File: src/rtl/ram_port_arbiter_pkg.sv
// ram_port_arbiter_pkg
//   Shared constants for the port-B arbiter that sits in front of the
//   16 kW x 16 dual-port RAM: word address / data widths, default
//   requester count and burst cap, plus an index-width helper.
package ram_port_arbiter_pkg;

   localparam int AW           = 14;  // 16 kW word address
   localparam int DW           = 16;  // RAM word width
   localparam int NREQ_DEF     = 3;
   localparam int MAXBURST_DEF = 16;

   // Width of an index that counts 0..n-1; never narrower than 1 bit.
   function automatic int idx_w(input int n);
      return (n > 1) ? $clog2(n) : 1;
   endfunction

endpackage

File: src/rtl/ram_port_arbiter_rr_pick.sv
// rr_pick
//   Combinational rotate-priority encoder. Scans req starting at index
//   'start' and wrapping modulo N; the first set bit wins.
//   Ports:
//     req   in   N    request vector
//     start in   IW   index searched first
//     gnt   out  N    one-hot winner (0 when req is 0)
//     idx   out  IW   index of the winner (0 when req is 0)
module rr_pick
   import ram_port_arbiter_pkg::*;
#(
   parameter int N  = NREQ_DEF,
   parameter int IW = idx_w(N)
) (
   input  logic [N-1:0]  req,
   input  logic [IW-1:0] start,
   output logic [N-1:0]  gnt,
   output logic [IW-1:0] idx
);

   always_comb begin
      int  j;
      logic found;
      gnt   = '0;
      idx   = '0;
      found = 1'b0;
      j     = 0;
      for (int k = 0; k < N; k++) begin
         j = (int'(start) + k) % N;
         if (!found && req[j]) begin
            found  = 1'b1;
            gnt[j] = 1'b1;
            idx    = IW'(j);
         end
      end
   end

endmodule

File: src/rtl/ram_port_arbiter.sv
// ram_port_arbiter
//   Shares RAM port B among NREQ requesters. One access per cycle:
//   the grant is combinational and the RAM access happens at the end
//   of the grant cycle. Round-robin after the last winner, with a lock
//   override that lets the last winner keep the port for up to
//   MAXBURST consecutive grants.
//   Ports:
//     clk, rst           clock; synchronous active-low reset
//     req/we/lock        per-requester request, write select, burst hold
//     addr/wdata         per-requester address (14b) / write data (16b), packed
//     gnt                one-hot accept strobe
//     rvalid/rdata       read return, one cycle after a read grant
//     ram_ab/dib/ceb/web RAM port B command
//     ram_dob            RAM port B read data (1-cycle latency)
module ram_port_arbiter
   import ram_port_arbiter_pkg::*;
#(
   parameter int NREQ     = NREQ_DEF,
   parameter int MAXBURST = MAXBURST_DEF
) (
   input  logic               clk,
   input  logic               rst,
   input  logic [NREQ-1:0]    req,
   input  logic [NREQ-1:0]    we,
   input  logic [NREQ-1:0]    lock,
   input  logic [NREQ*AW-1:0] addr,
   input  logic [NREQ*DW-1:0] wdata,
   output logic [NREQ-1:0]    gnt,
   output logic [NREQ-1:0]    rvalid,
   output logic [DW-1:0]      rdata,
   output logic [AW-1:0]      ram_ab,
   output logic [DW-1:0]      ram_dib,
   output logic               ram_ceb,
   output logic               ram_web,
   input  logic [DW-1:0]      ram_dob
);

   localparam int              IW    = idx_w(NREQ);
   localparam int              BW    = idx_w(MAXBURST);
   localparam logic [IW-1:0]   LASTN = IW'(NREQ - 1);
   localparam logic [BW-1:0]   BMAX  = BW'(MAXBURST - 1);

   logic [IW-1:0]   last;      // index of the most recent grant
   logic [BW-1:0]   bcnt;      // lock-override grants in the current burst
   logic [NREQ-1:0] vld_pipe;  // read grants from the previous cycle

   logic [IW-1:0]   start, pick_idx, gidx;
   logic [NREQ-1:0] pick_gnt;
   logic            lock_hit;

   assign start = (last == LASTN) ? '0 : last + 1'b1;

   rr_pick #(.N(NREQ), .IW(IW)) u_pick (
      .req   (req),
      .start (start),
      .gnt   (pick_gnt),
      .idx   (pick_idx)
   );

   // Last owner keeps the port while it holds lock and the burst cap
   // has not been reached; once capped it competes in round-robin.
   assign lock_hit = req[last] & lock[last] & (bcnt < BMAX);

   always_comb begin
      gnt  = '0;
      gidx = pick_idx;
      if (rst) begin
         if (lock_hit) begin
            gnt[last] = 1'b1;
            gidx      = last;
         end else begin
            gnt = pick_gnt;
         end
      end
   end

   always_comb begin
      ram_ab  = '0;
      ram_dib = '0;
      ram_web = 1'b0;
      for (int i = 0; i < NREQ; i++) begin
         if (gnt[i]) begin
            ram_ab  = addr[i*AW +: AW];
            ram_dib = wdata[i*DW +: DW];
            ram_web = we[i];
         end
      end
   end

   assign ram_ceb = |gnt;

   // Any grant not taken through the lock override starts a new burst,
   // including a round-robin win by the previous owner after the cap.
   always_ff @(posedge clk) begin
      if (!rst) begin
         last     <= LASTN;
         bcnt     <= '0;
         vld_pipe <= '0;
      end else begin
         vld_pipe <= gnt & ~we;
         if (ram_ceb) begin
            last <= gidx;
            bcnt <= lock_hit ? bcnt + 1'b1 : '0;
         end
      end
   end

   // Gated by rst so a read granted just before reset asserts never
   // returns data while or after reset is applied.
   assign rvalid = vld_pipe & {NREQ{rst}};
   assign rdata  = ram_dob;

endmodule
File: config.mk
export PLATFORM = sky130hd
export DESIGN_NAME = ram_port_arbiter
export DESIGN_NICKNAME = d
export VERILOG_FILES = /design/src/rtl/ram_port_arbiter_pkg.sv /design/src/rtl/ram_port_arbiter_rr_pick.sv /design/src/rtl/ram_port_arbiter.sv
export SDC_FILE = /design/constraint.sdc
export NUM_CORES = 1
export LEC_CHECK = 0
export ABC_AREA = 1
export CORE_MARGIN = 10
export CORE_UTILIZATION = 30
export DETAILED_ROUTE_END_ITERATION = 10
export PLACE_DENSITY_LB_ADDON = 0.15
export SLEW_MARGIN = 20
export SYNTH_ARGS = -nofsm -noshare
export SYNTH_HDL_FRONTEND = slang
export SYNTH_SLANG_ARGS = --single-unit
File: constraint.sdc
create_clock -name clk -period 3.78 [get_ports clk]
set_input_delay 0.945 -clock clk [delete_from_list [all_inputs] [get_ports clk]]
set_output_delay 0.945 -clock clk [all_outputs]
set_load 0.05 [all_outputs]
==> results of run 1 <==
-- through the flow --
| step | setup TNS [ns] | utilization | cell area (um2) | cells |
|---|---|---|---|---|
| CTS | 0 | 0.680 | 3280 | 464 |
| floorplan | 0 | - | 1520 | 269 |
| detailed placement | -2.15 | 0.669 | 3220 | 460 |
| global placement | -1.81 | 0.669 | 3220 | 460 |
| global route | 0 | 0.687 | 3310 | 465 |
| finish | 0 | 0.687 | 3310 | 465 |
-- cells by family after synthesis --
logic type | count (synthesis)
and+or+nand+nor | 204
buffers and inverters | 45
DFF | 9
AOI/OAI and AO/OA | 8
xor gates and xnor gates | 2
adders and majority gates | 1
-- cells in the mapped netlist (all sizes together), types with 3 or more instances --
cell type and n:
nand2 128, nand3 55, buf 28, inv 16, nor2 15, dfxtp 9, a21oi 5, nand4 5
o21ai 3
-- sequential cells by signal (all words and copies together) (netlist names) --
name,count
bcnt,4
last,2
vld_pipe,3
-- routing by layer --
| metal | GRT usage | share of wire | vias up |
|---|---|---|---|
| met2 | 0.315 | 0.55 | 83 |
| met1 | 0.175 | 0.37 | 945 |
| met5 | 0 | 0 | - |
| li1 | - | - | 1095 |
| met4 | 0.0470 | 0.019 | 0 |
| met3 | 0.0412 | 0.064 | 16 |
-- worst max-delay path, delay by kind of cell --
family                 cells  cell delay [ns]
buffers and inverters      5             1.04
AND/OR/NAND/NOR            7             0.63
-- cell type report --
class | count | area (um2) | area share
clock buffer | 4 | 45.0 | 0.0136
inverter | 16 | 67.6 | 0.0204
multi-input combinational | 215 | 1040 | 0.315
sequential | 9 | 180 | 0.0545
tap | 67 | 83.8 | 0.0253
timing repair buffer | 154 | 1890 | 0.571
-- worst max-delay path by stage --
stage	from	end	slack (ns)	depth (start not counted)
floorplan	req[1]	ram_ab[10]	0.47	12
finish	lock[2]	ram_ab[5]	0.20	12
global route	lock[2]	ram_dib[9]	0.07	13
detailed placement	req[2]	ram_ab[10]	-0.1	12
CTS	req[1]	ram_dib[0]	0.02	13
global placement	req[2]	ram_dib[6]	-0.07	12
-- power breakdown --
part	total (uW)	switching, uW	internal, uW
Sequential	152	35.6	117
Clock	110	37.0	73.4
Combinational	2190	1210	976
-- repair_timing --
item                                    4_1_cts  5_1_grt
gates cloned                                  0        1
endpoints found under the setup margin       31       32
resized for setup                             3        3
hold endpoints to repair                      0        0
hold buffers                                  0        0
==> results.py, run 1 <==
metrics = {
    "setup_path": {
        "crit_required_ns": 2.83,
        "endpoint_kind": "primary output",
        "reg2reg_slack_ns": 1.67,
        "cp_max_fo": 16,
        "worst_path_max_delay_cell": "clkdlybuf4s50_1",
        "r2r_cells": 13,
        "arrival_ns": 2.64,
        "r2r-start": "last[1]$_SDFFE_PN1P_",
        "r2r_end": "last[1]$_SDFFE_PN1P_",
        "path_class": "input port to primary output",
        "cp-start-kind": "input port",
        "critical_path.max_stage_delay_ns": 0.45,
        "cp_cell_sequence": "clkdlybuf4s50_1, nand3_1, nand3_2, nand3_4, buf_4, nand3_2, nand2_4, inv_2, clkbuf_16, nand2_1, nand3_1, buf_12",
    },
    "final_layout": {
        "drive_above_1_share": 0.209,
        "area_delta_synth_final_pct": 117,
        "num-nets-final": 517,
        "fillers": 413,
        "final_common_cell": "nand2_1",
        "n_antenna_cell": 0,
        "layout_common_cells": "nand2_1 (122), clkdlybuf4s50_1 (97), nand3_1 (44)",
    },
    "synthesis": {
        "yosysWarnings": 0,
        "netlist_top_cells_area": "nand2_1 (30%), nand3_1 (15%), dfxtp_1 (12%)",
        "synth_ff_type": "dfxtp_1",
        "synth_mux_area_frac": 0,
        "async_flop_share": 0,
        "synth-compound-area-share": 0.0287,
        "synth_xor_area_frac": 0.0115,
        "synth_fa_ha_area_frac": 0.00821,
        "synth.yosys.seq_area_share": 0.118,
        "synth_cells": 269,
        "yosys_register_bits": 9,
        "yosysTopAreaCell": "nand2_1",
        "synth.avg_cell_area_um2": 5.67,
        "synth_top_family_by_area": "simple AND/OR/NAND/NOR gates",
        "synth_top_area_share": 0.303,
        "synth.distinct_cells": 27,
        "syn_nets": 387,
        "netlist_area_mm2": 0.00152,
        "synth_edf_count": 0,
        "yosys.area_share.simple": 0.630,
    },
    "sta": {
        "finalCriticalPeriod_ns": 3.58,
        "maxSlewViolCount": 0,
        "fmaxAchievable_mhz": 279,
        "min_period_over_period": 0.948,
        "rsz0062_at_grt": "no",
        "hold_viol_final": 0,
        "setup_slack_ns": 0.198,
        "worstMarginPinSlew_ns": 0.535,
        "setup_viol": 0,
        "relSlewSlack": 0.643,
        "whs_ns": 0.527,
        "finClkSkew_ns": 0.00455,
    },
    "routing": {
        "avgViaCountPerCell": 4.60,
        "route.detailed.drc": 0,
        "drt_iter0_drc": 50,
        "drtPass1Iterations": 4,
        "via_count": 2139,
        "wirelength_um": 7720,
        "ant_nets": 0,
        "routedWlPerCell_um": 16.6,
    },
    "grt": {
        "grt_pass1_wl_um": 11400,
        "grt-ovfl-total": 0,
        "grt_pass1_vias": 2017,
        "grt_antenna_before_repair": 0,
        "grt_max_degree": 33,
        "grt_usage": 0.166,
    },
    "die": {
        "fp.dieH_um": 91.3,
        "ioPinCount": 171,
        "dieArea_mm2": 0.00833,
        "fp.coreArea_mm2": 0.00482,
        "row_count": 25,
        "start_util": 0.316,
        "die_w_um": 91.3,
    },
    "clock_network": {
        "cts_made_buffers": 3,
        "clock_sinks": 9,
        "post-cts-setup-buffers": 0,
        "clock_path_buffers": 2,
        "cts_root_buf": "clkbuf_8",
        "htree_levels": 1,
        "insertion_delay_ns": 0.23,
        "cts_tree": "yes",
        "clk_pin_slew_ns": 0.04,
    },
    "placement": {
        "numPortBuffers": 138,
        "routabilityCongestion": 0.894,
        "place_hpwl_um": 6540,
        "post-place-ws_ns": -0.0956,
    },
    "outcome": {
        "run_status": "completed",
    },
    "power_and_ir_drop": {
        "p_leak_uw": 0.00152,
        "finalPower_uw": 2450,
        "ir_drop_mv": 0.561,
        "p_per_area_mw_per_mm2": 742,
    },
    "worst_hold_path": {
        "hp-start": "bcnt[1]$_SDFFE_PN0P_",
        "hold_path_depth": 2,
        "hp-class": "flip-flop to flip-flop",
        "min_to": "bcnt[1]$_SDFFE_PN0P_",
    },
    "job": {
        "max_cap_viol_count": 0,
    },
}
(Power assumes the default switching activity.)
==> run 2: changes to the inputs <==
- CTS_CLUSTER_DIAMETER: not set -> 200
- MAX_ROUTING_LAYER: not set -> met4
==> run 2 against run 1 <==
  * Utilization unchanged
  * First-iteration DRC count decreased by 10%
  * Hold slack about the same
  * Count of clock-buffer cells in the layout unchanged
  * Register-to-register slack about the same
  * Fmax about the same
  * Clock skew about the same
  * Largest power group unchanged
  * Highest routed layer unchanged
==> results.py, run 2 (synthesis gave the netlist of run 1 again) <==
metrics = {
    "outcome": {
        "run_status": "completed",
    },
    "power_and_ir_drop": {
        "ir_drop_mv": 0.562,
        "p_leak_uw": 0.00152,
        "finalPower_uw": 2450,
        "p_per_area_mw_per_mm2": 742,
    },
    "final_layout": {
        "layout_common_cells": "nand2_1 (122), clkdlybuf4s50_1 (97), nand3_1 (44)",
        "area_delta_synth_final_pct": 117,
        "fillers": 413,
        "final_cell_area_mm2": 0.00331,
        "fin_util": 0.687,
        "top_register": "bcnt",
        "reg_top3": "bcnt x4, vld_pipe x3, last x2",
        "num-nets-final": 517,
        "regArea_um2": 180,
        "drive_above_1_share": 0.209,
        "final_common_cell": "nand2_1",
        "largest_reg_flops": 4,
        "multi_input_area_mm2": 0.00104,
        "n_antenna_cell": 0,
    },
    "clock_network": {
        "cts_made_buffers": 3,
        "cts_tree": "yes",
        "clock_path_buffers": 2,
        "htree_levels": 1,
        "insertion_delay_ns": 0.23,
        "clk_pin_slew_ns": 0.04,
        "cts_root_buf": "clkbuf_8",
        "hold_buffers": 0,
        "clock_sinks": 9,
    },
    "setup_path": {
        "critical_path.max_stage_delay_ns": 0.45,
        "endpoint_kind": "primary output",
        "cp_cell_sequence": "clkdlybuf4s50_1, nand3_1, nand3_2, nand3_4, buf_4, nand3_2, nand2_4, inv_2, clkbuf_16, nand2_1, nand3_1, buf_12",
        "worst_path_max_delay_cell": "clkdlybuf4s50_1",
        "crit_required_ns": 2.83,
        "cp-start-kind": "input port",
        "crit_cells": 12,
        "arrival_ns": 2.64,
        "cp_max_fo": 16,
        "r2r_cells": 13,
        "critical_path.top_delay_family": "buffers and inverters",
        "cp_num_buf_inv": 5,
        "path_class": "input port to primary output",
    },
    "grt": {
        "grt_max_degree": 33,
        "grt_antenna_before_repair": 0,
        "grt_pass1_wl_um": 11400,
        "grt_usage": 0.171,
        "grt_pass1_vias": 2014,
        "grt-ovfl-total": 0,
    },
    "routing": {
        "ant_nets": 0,
        "routedWlPerCell_um": 16.6,
        "wirelength_um": 7740,
        "route.detailed.drc": 0,
        "drtPass1Iterations": 6,
        "avgViaCountPerCell": 4.60,
        "via_count": 2141,
        "drt_iter0_drc": 45,
    },
    "sta": {
        "whs_ns": 0.527,
        "setup_slack_ns": 0.197,
        "setup_viol": 0,
        "min_period_over_period": 0.948,
        "hold_viol_final": 0,
        "fmaxAchievable_mhz": 279,
        "rsz0062_at_grt": "no",
        "relSlewSlack": 0.640,
        "finClkSkew_ns": 0.00452,
        "worstMarginPinSlew_ns": 0.539,
        "finalCriticalPeriod_ns": 3.58,
        "maxSlewViolCount": 0,
    },
    "worst_hold_path": {
        "hold_path_depth": 2,
        "hp-class": "flip-flop to flip-flop",
    },
    "job": {
        "max_cap_viol_count": 0,
    },
    "die": {
        "ioPinCount": 171,
        "row_count": 25,
        "die_w_um": 91.3,
        "start_util": 0.316,
        "fp.dieH_um": 91.3,
        "fp.coreArea_mm2": 0.00482,
        "dieArea_mm2": 0.00833,
    },
    "placement": {
        "numPortBuffers": 138,
        "routabilityCongestion": 0.909,
        "post-place-ws_ns": -0.0956,
        "place_area_mm2": 0.00322,
        "place_hpwl_um": 6540,
    },
}
## run 2: cell counts in the layout (fill, tap and decap cells not counted)
No cell type changed its count.
## run 2: metal layers
layer | track usage | vias to the layer above | share of wire
li1 | - | 1095 | -
met1 | 0.179 | 947 | 0.37
met2 | 0.314 | 83 | 0.55
met3 | 0.0379 | 16 | 0.061
met4 | 0.0470 | 0 | 0.019
met5 | - | - | 0
## run 2: worst register-to-register path, cell delays in order (launching register included)
cell and delay, ns:
dfxtp_1 0.65, nor2_4 0.10, nand2_1 0.12, nand2_1 0.09, nor2_4 0.10, buf_4 0.11, nand4_1 0.13, nand3_2 0.14
nand2_4 0.05, buf_4 0.16, nand3_4 0.15, nand2_1 0.07, nand2_1 0.05, nand3_1 0.07
## run 2: path summary, 6_finish.rpt
kind | end | slack (ns) | start
setup / recovery | ram_ab[5] | 0.20 | lock[2]
hold / removal | bcnt[1]$_SDFFE_PN0P_ | 0.53 | bcnt[1]$_SDFFE_PN0P_
setup reg to reg | last[1]$_SDFFE_PN1P_ | 1.67 | last[1]$_SDFFE_PN1P_
hold reg to reg | bcnt[1]$_SDFFE_PN0P_ | 0.53 | bcnt[1]$_SDFFE_PN0P_
## run 2: area by class of cell
type,instances,area share
inverter,16,0.0204
clock buffer,4,0.0136
timing repair buffer,154,0.571
tap,67,0.0253
sequential,9,0.0545
multi-input combinational,215,0.315
## run 2: per-stage QoR
stage	setup TNS (ns)	instances
6_report	0	465
5_1_grt	0	465
4_1_cts	0	464
3_5_place_dp	-2.15	460
3_3_place_gp	-1.81	460
2_1_floorplan	0	269
## run 2: report_power, final
part / switching, uW / total, uW / internal (uW)
Clock: 36.9 / 110 / 73.4
Sequential: 35.7 / 152 / 117
Combinational: 1220 / 2190 / 976
Total: 1290 / 2450 / 1170
## run 2: repair_timing
item / in CTS / in global routing
pin swaps: 0 / 0
hold endpoints to repair: 0 / 0
endpoints found under the setup margin: 31 / 32
cloned: 0 / 1
setup buffers: 0 / 0
gates resized for setup: 3 / 3
